===== src/rtl/scrambler15_pkg.sv =====
// -----------------------------------------------------------------------------
// scrambler_pkg
//   Shared definitions for the PRBS15 whitening scrambler.
//   - SCR_WIDTH / SCR_TAP_HI / SCR_TAP_LO : LFSR geometry, x^15 + x^14 + 1
//   - SCR_PERIOD                          : sequence length for a nonzero seed
//   - scr_state_t                         : one LFSR state
//   - scr_step()                          : one Fibonacci LFSR advance
// -----------------------------------------------------------------------------
package scrambler_pkg;

   localparam int SCR_WIDTH  = 15;
   localparam int SCR_TAP_HI = 14;
   localparam int SCR_TAP_LO = 13;
   localparam int SCR_PERIOD = 32767;

   typedef logic [SCR_WIDTH-1:0] scr_state_t;

   // Shift left, drop the MSB, insert the XOR of the two taps at bit 0.
   // The all-zero state maps to itself (lock-up); callers must seed nonzero.
   function automatic scr_state_t scr_step(input scr_state_t s);
      logic fb;
      fb = s[SCR_TAP_HI] ^ s[SCR_TAP_LO];
      return {s[SCR_WIDTH-2:0], fb};
   endfunction

endpackage : scrambler_pkg


===== src/rtl/scrambler15.sv =====
// -----------------------------------------------------------------------------
// scrambler15
//   Single-step PRBS15 LFSR register. Every rising edge captures one LFSR
//   advance of initial_value into dout. The parent closes the loop by wiring
//   dout back to initial_value, giving a free-running maximal-length sequence.
//
// Ports
//   clk           in   1      rising-edge clock
//   rst           in   1      asynchronous active-high reset, forces dout = 0
//   initial_value in   WIDTH  current LFSR state or seed, sampled every edge
//   dout          out  WIDTH  registered next LFSR state
//
// No enable and no handshake: the register advances on every clock. There is
// no escape from the all-zero state; the parent must present a nonzero seed
// for at least one edge after reset before closing the loop.
// -----------------------------------------------------------------------------
module scrambler15
   import scrambler_pkg::*;
#(
   parameter int WIDTH  = SCR_WIDTH,
   parameter int TAP_HI = SCR_TAP_HI,
   parameter int TAP_LO = SCR_TAP_LO
) (
   input  logic             clk,
   input  logic             rst,
   input  logic [WIDTH-1:0] initial_value,
   output logic [WIDTH-1:0] dout
);

   // Only the x^15 + x^14 + 1 geometry is implemented by scr_step.
   if (WIDTH != SCR_WIDTH || TAP_HI != SCR_TAP_HI || TAP_LO != SCR_TAP_LO) begin : g_bad_geometry
      $error("scrambler15: only WIDTH=15, TAP_HI=14, TAP_LO=13 is supported");
   end

   scr_state_t dout_d;
   scr_state_t dout_q;

   always_comb begin
      dout_d = scr_step(scr_state_t'(initial_value));
   end

   always_ff @(posedge clk or posedge rst) begin
      if (rst) begin
         dout_q <= '0;
      end else begin
         dout_q <= dout_d;
      end
   end

   assign dout = dout_q;

endmodule : scrambler15


===== config.mk =====
export PLATFORM = sky130hd
export DESIGN_NAME = scrambler15
export DESIGN_NICKNAME = d
export VERILOG_FILES = /design/src/rtl/scrambler15_pkg.sv /design/src/rtl/scrambler15.sv
export SDC_FILE = /design/constraint.sdc
export NUM_CORES = 1
export LEC_CHECK = 0
export ABC_AREA = 1
export CORE_AREA = 2 2 39 41
export DETAILED_ROUTE_END_ITERATION = 12
export DIE_AREA = 0 0 41 43
export GPL_TIMING_DRIVEN = 1
export PLACE_DENSITY = 0.74
export SKIP_LAST_GASP = 1
export SYNTH_ARGS = -nofsm -noshare
export SYNTH_HDL_FRONTEND = slang
export SYNTH_SLANG_ARGS = --single-unit

===== constraint.sdc =====
create_clock -name clk -period 0.9 [get_ports clk]
set_clock_uncertainty 0.1 [all_clocks]
set_input_delay 0.18 -clock clk [delete_from_list [all_inputs] [get_ports clk]]
set_output_delay 0.18 -clock clk [all_outputs]
set_load 0.01 [all_outputs]

# --- Word-level counts from Yosys, hierarchy flattened ---
# Index checks and enable logic that the tools add are counted.
totals:
  reg_bits: 15
  in_bits: 17
  out_inout_bits: 15
classes:
  bitwise_logic: 1
op_table:
  columns: ["op", "n"]
  rows:
  - ["bitwise XOR 1 bit", 1]

# --- Logic depth before layout (Yosys ltp) ---
# Gate-level depths: netlist (run 1).
logic_depth:
  ltp_word: 1
  mapped_depth: 3
  depth_no_buf: 3

# --- Worst setup path after synthesis (run 1) ---
# OpenSTA, ideal clock, no wires.
synth_path:
  path_kind: "reg2out"
  start: "register dout_q[0] (netlist: dout[0])"
  end: "output dout[0]"
  arrival_time_ns: 0.376
  required_ns: 0.620
  slack_ns: 0.244
  stages_incl_launch_ff: 1
  n_path_buf: 0
  path_cell_list: "dfrtp_1"
synth_lines:
  columns: ["item", "line", "source"]
  rows:
  - ["start, declared", "scrambler15.sv:36", "scr_state_t dout_q;"]
  - ["start signal, assigned", "scrambler15.sv:46", "dout_q <= dout_d;"]
  - ["end, declared", "scrambler15.sv:27", "output logic [WIDTH-1:0] dout"]
# No word-level cell between the ends.

# --- Final worst setup path (run 1) ---
layout_path:
  start: "register dout_q[11] (netlist: dout[11])"
  end: "output dout[11]"
# No word-level cell between the ends.

==> results.json, run 1 <==
{
  "netlist_instances": 21,
  "multi_input_area_um2": 11.3,
  "p_sw_share_pct": 20.3,
  "final_cell_mix": "clkdlybuf4s50_1, dfrtp_1, buf_2",
  "path_cells": "buf_2",
  "cp.required_ps": 620,
  "htree_levels": 1,
  "boundaryPins": 32,
  "grt_max_degree": 16,
  "die_w_um": 41,
  "coreArea_um2": 1380,
  "crit_path_max_incr_delay_ps": 370,
  "violations": "setup timing",
  "cpLargestDelayFamily": "flip-flops",
  "first_iter_violations": 4,
  "startpoint_type": "flip-flop",
  "end_kind": "output port",
  "routabilityCongestion": 0.550,
  "grt_pass1_vias": 282,
  "stdcell_count": 73,
  "wl_per_cell_um": 11.4,
  "cap_violations": 0,
  "yosysWarnings": 0,
  "post-place-cells": 69,
  "viasPerCell": 3.85,
  "areaGrowthSynthToFinish_pct": 78.9,
  "syn-num-nets": 38,
  "antenna_found_initial": 0,
  "hpwl_um": 670,
  "crit_start": "dout[11]",
  "grt_first_pass_wirelength_mm": 1.14,
  "finalPower_uw": 1230,
  "cts_buffers": 3,
  "crit_arrival_ps": 780,
  "worst_pin_slew_ps": 105,
  "root_buffer": "clkbuf_4",
  "grtUsageTotal_pct": 10.1,
  "drive_above_1_share_pct": 33.3,
  "fmax_mhz": 946,
  "wirelength_um": 832,
  "die_h_um": 43,
  "holdCritPathClass": "in -> async",
  "seq_area_um2": 375,
  "fin_crit_sh_pct": 117,
  "overflow": 0,
  "largest_register_ffs": 15,
  "p_per_area_nw_per_um2": 1730,
  "slowest_stage": "dfrtp_1",
  "period_minus_slack_ps": 1060,
  "path_depth": 1,
  "setup_viol": 15,
  "synth_area_per_cell_um2": 18.9,
  "leakagePower_uw": 0.000350,
  "p_clk_share_pct": 28.8,
  "cts_tree": "done",
  "start_util_pct": 28.8,
  "antenna_cells": 0,
  "dr.pass1.iters": 2,
  "dieArea_um2": 1760,
  "final-max-slew-violation-count": 0,
  "postCtsSetupRepairBufs": 0,
  "synth-seq-cells": 15,
  "power_frac_comb_pct": 12.9,
  "nets": 75,
  "clkSlewWorstSetupHoldPaths_ps": 80,
  "vdd_drop_max_v": 0.000816,
  "cts_sinks": 15,
  "dr_total_vias": 281,
  "crit_end": "dout[11]",
  "portBuffers": 31,
  "clk_path_buf_depth": 2,
  "hold_violations": 0,
  "cp_max_fo": 1,
  "fill_cells": 143,
  "critPathKind": "reg -> out",
  "power.internal_uw": 979,
  "ant_nets": 0,
  "p_sw_uw": 250,
  "seqPwrFrac_pct": 58.3,
  "drc": 0,
  "path_buf_inv": 1,
  "grt_setup_unrepaired": "yes",
  "yosysSeqAreaShare_pct": 94.3,
  "status": "finished with violations",
  "fin_ws_ps": -157,
  "timing.slew.headroom_pct": 92.9,
  "syn_area_um2": 398,
  "ys_types": 3,
  "row_count": 14,
  "final_common_cell": "clkdlybuf4s50_1"
}
-- synthesized netlist by cell type, drive strengths merged --
cell type	instances	area (um^2)
dfrtp	15	375
inv	3	11.3
nand2	3	11.3
-- power by group through the flow --
stage	logic, uW	registers (uW)	clock network, uW
global placement	188	730	0
detailed placement	191	731	0
global route	175	719	401
CTS	158	716	373
finish	159	716	354
floorplan	14.8	751	0
-- how the worst min path moves through the flow --
stage / start / to / slack [ps] / depth (start not counted)
5_1_grt: rst / dout[11] / 140 / 3
3_3_place_gp: rst / dout[14] / 400 / 3
3_5_place_dp: rst / dout[14] / 400 / 3
4_1_cts: rst / dout[11] / 100 / 3
6_report: rst / dout[14] / 100 / 3
2_1_floorplan: rst / dout[0] / -20 / 1
-- cells by family after synthesis --
family	share of synthesized area, %
buffers and inverters	2.83
DFF	94.3
and+or+nand+nor	2.83
-- metal layers --
metal / vias up / global-route usage [%] / wire, um / part of all wire, %
met5: - / 0 / 0 / 0
met4: 0 / 4.00 / 0 / 0
met3: 0 / 6.28 / 182 / 22
met2: 28 / 16.3 / 371 / 45
met1: 120 / 9.69 / 278 / 33
li1: 133 / - / - / -
-- layout make-up --
cell class,instances,share of cell area (%)
Sequential cell,15,52.7
Clock buffer,4,3.69
Multi-Input combinational cell,3,1.58
Tap cell,16,2.81
Timing Repair Buffer,32,37.6
Inverter,3,1.58
-- what timing repair did --
item                                    4_1_cts  5_1_grt
hold buffers                                  0        0
endpoints found under the setup margin       15       15
resized for setup                            60        2
-- stage by stage --
step	worst slack (ps)	hold slack [ps]	util, %	cell area (um^2)	TNS [ps]
2_1_floorplan	244	-18.5	-	398	0
3_3_place_gp	-220	395	54.1	748	-3220
3_5_place_dp	-241	396	54.1	748	-3310
4_1_cts	-183	97.4	50.5	699	-2340
5_1_grt	-201	136	51.4	712	-2660
6_report	-157	101	51.4	712	-2130
Note: power is estimated with default switching activity, not from simulation.
==> run 2: changes to the inputs <==
--- a/config.mk
+++ b/config.mk
@@ -10,7 +10,7 @@
 export DETAILED_ROUTE_END_ITERATION = 12
 export DIE_AREA = 0 0 41 43
 export GPL_TIMING_DRIVEN = 1
-export PLACE_DENSITY = 0.74
+export PLACE_DENSITY = 0.78
 export SKIP_LAST_GASP = 1
 export SYNTH_ARGS = -nofsm -noshare
 export SYNTH_HDL_FRONTEND = slang
==> run 2 against run 1 <==
  * The run still ends with setup timing left
  * Cell count is the same
  * Global-route usage up 0.61 points
  * Sequential cell count unchanged
  * Setup slack got worse by 1.6 ps
  * First-iteration DRC count is 100% lower
  * Total power up 0.28%
  * Via count grew 0.71%
  * Clock power shrank 1%
  * Wire length shrank 2.5%
  * Utilization increased by 0.90 points
  * Worst hold slack gained 7.1 ps
  * Critical endpoint is now dout[13]
  * Largest cell class unchanged
==> results.json, run 2 (synthesis results as in run 1) <==
{
  "critPathKind": "reg -> out",
  "drc": 0,
  "grt_pass1_vias": 292,
  "final_common_cell": "clkdlybuf4s50_1",
  "cp_max_fo": 1,
  "fmax_mhz": 945,
  "setup_viol": 15,
  "boundaryPins": 32,
  "cpLargestDelayFamily": "flip-flops",
  "wirelength_um": 811,
  "final_cell_mix": "clkdlybuf4s50_1, dfrtp_1, buf_2",
  "largest_register_ffs": 15,
  "cts_tree": "done",
  "areaGrowthSynthToFinish_pct": 82.1,
  "hpwl_um": 651,
  "p_sw_uw": 248,
  "dr.pass1.iters": 1,
  "die_w_um": 41,
  "fin_crit_sh_pct": 118,
  "overflow": 0,
  "first_iter_violations": 0,
  "antenna_cells": 0,
  "clkSlewWorstSetupHoldPaths_ps": 80,
  "path_depth": 1,
  "viasPerCell": 3.88,
  "cts-hold-fix-buffers": 0,
  "seqPwrFrac_pct": 58.3,
  "post-place-cells": 69,
  "start_util_pct": 28.8,
  "timing.slew.headroom_pct": 93.5,
  "path_cells": "buf_2",
  "coreArea_um2": 1380,
  "cts_buffers": 3,
  "cp.required_ps": 620,
  "crit_arrival_ps": 780,
  "nets": 75,
  "final-max-slew-violation-count": 0,
  "power.internal_uw": 985,
  "vdd_drop_max_v": 0.000665,
  "die_h_um": 43,
  "leakagePower_uw": 0.000355,
  "multi_input_area_um2": 11.3,
  "status": "finished with violations",
  "cts_sinks": 15,
  "fin_ws_ps": -158,
  "ant_nets": 0,
  "end_kind": "output port",
  "stdcell_count": 73,
  "drive_above_1_share_pct": 33.3,
  "grt_first_pass_wirelength_mm": 1.18,
  "row_count": 14,
  "violations": "setup timing",
  "antenna_found_initial": 0,
  "power_frac_comb_pct": 13.2,
  "seq_area_um2": 375,
  "final.setup.tns_ps": -2180,
  "crit_path_max_incr_delay_ps": 370,
  "wl_per_cell_um": 11.1,
  "routabilityCongestion": 0.589,
  "root_buffer": "clkbuf_4",
  "fill_cells": 134,
  "clk_path_buf_depth": 2,
  "path_buf_inv": 1,
  "holdCritPathClass": "in -> async",
  "post-route-util_pct": 52.4,
  "hold_violations": 0,
  "grt_max_degree": 16,
  "p_clk_share_pct": 28.4,
  "startpoint_type": "flip-flop",
  "crit_start": "dout[13]",
  "period_minus_slack_ps": 1060,
  "portBuffers": 31,
  "grtUsageTotal_pct": 10.7,
  "dr_total_vias": 283,
  "dieArea_um2": 1760,
  "slowest_stage": "dfrtp_1",
  "fin_hold_ws_ps": 108,
  "p_per_area_nw_per_um2": 1700,
  "worst_pin_slew_ps": 96.8,
  "p_sw_share_pct": 20.1,
  "cap_violations": 0,
  "htree_levels": 1,
  "grt_setup_unrepaired": "yes",
  "pre_cts_slack_ps": -228
}
## run 2: changes by cell type in the layout (fill, tap and decap cells not counted)
| cell | delta |
|---|---|
| buf_2 | -2 |
| buf_6 | +2 |
## run 2: cell type report
type	instances	share of cell area [%]
clock buffer	4	3.63
tap	16	2.76
inverter	3	1.55
timing repair buffer	32	38.7
multi-input combinational	3	1.55
sequential	15	51.8
## run 2: path summary, 6_finish.rpt
| path | to | slack [ps] |
|---|---|---|
| worst max-delay path | dout[13] | -160 |
| worst min-delay path | dout[14] | 110 |
| max in group asynchronous | dout[1] | 480 |
| min in group clk | dout[13] | 240 |
## run 2: power groups by stage
stage	combinational [uW]	clock, uW	sequential (uW)
after global routing	180	402	723
final	163	350	719
after floorplan	14.8	0	751
after CTS	156	375	718
after detailed placement	190	0	733
after global placement	190	0	730
## run 2: what timing repair did
item | CTS | global route
resized for setup | 60 | 4
endpoints found under the setup margin | 15 | 15
buffers inserted | 0 | 0
pin swaps | 0 | 0
## run 2: metal layers
metal	vias to the layer above	wire, um	global-route usage [%]
li1	134	-	-
met1	118	315	13.8
met2	31	294	13.1
met3	0	201	6.81
met4	0	0	6.00
met5	-	0	0
## run 2: stage by stage
stage,area (um^2),power [uW]
3_5_place_dp,748,923
4_1_cts,699,1250
2_1_floorplan,398,766
5_1_grt,724,1310
3_3_place_gp,748,919
6_report,724,1230
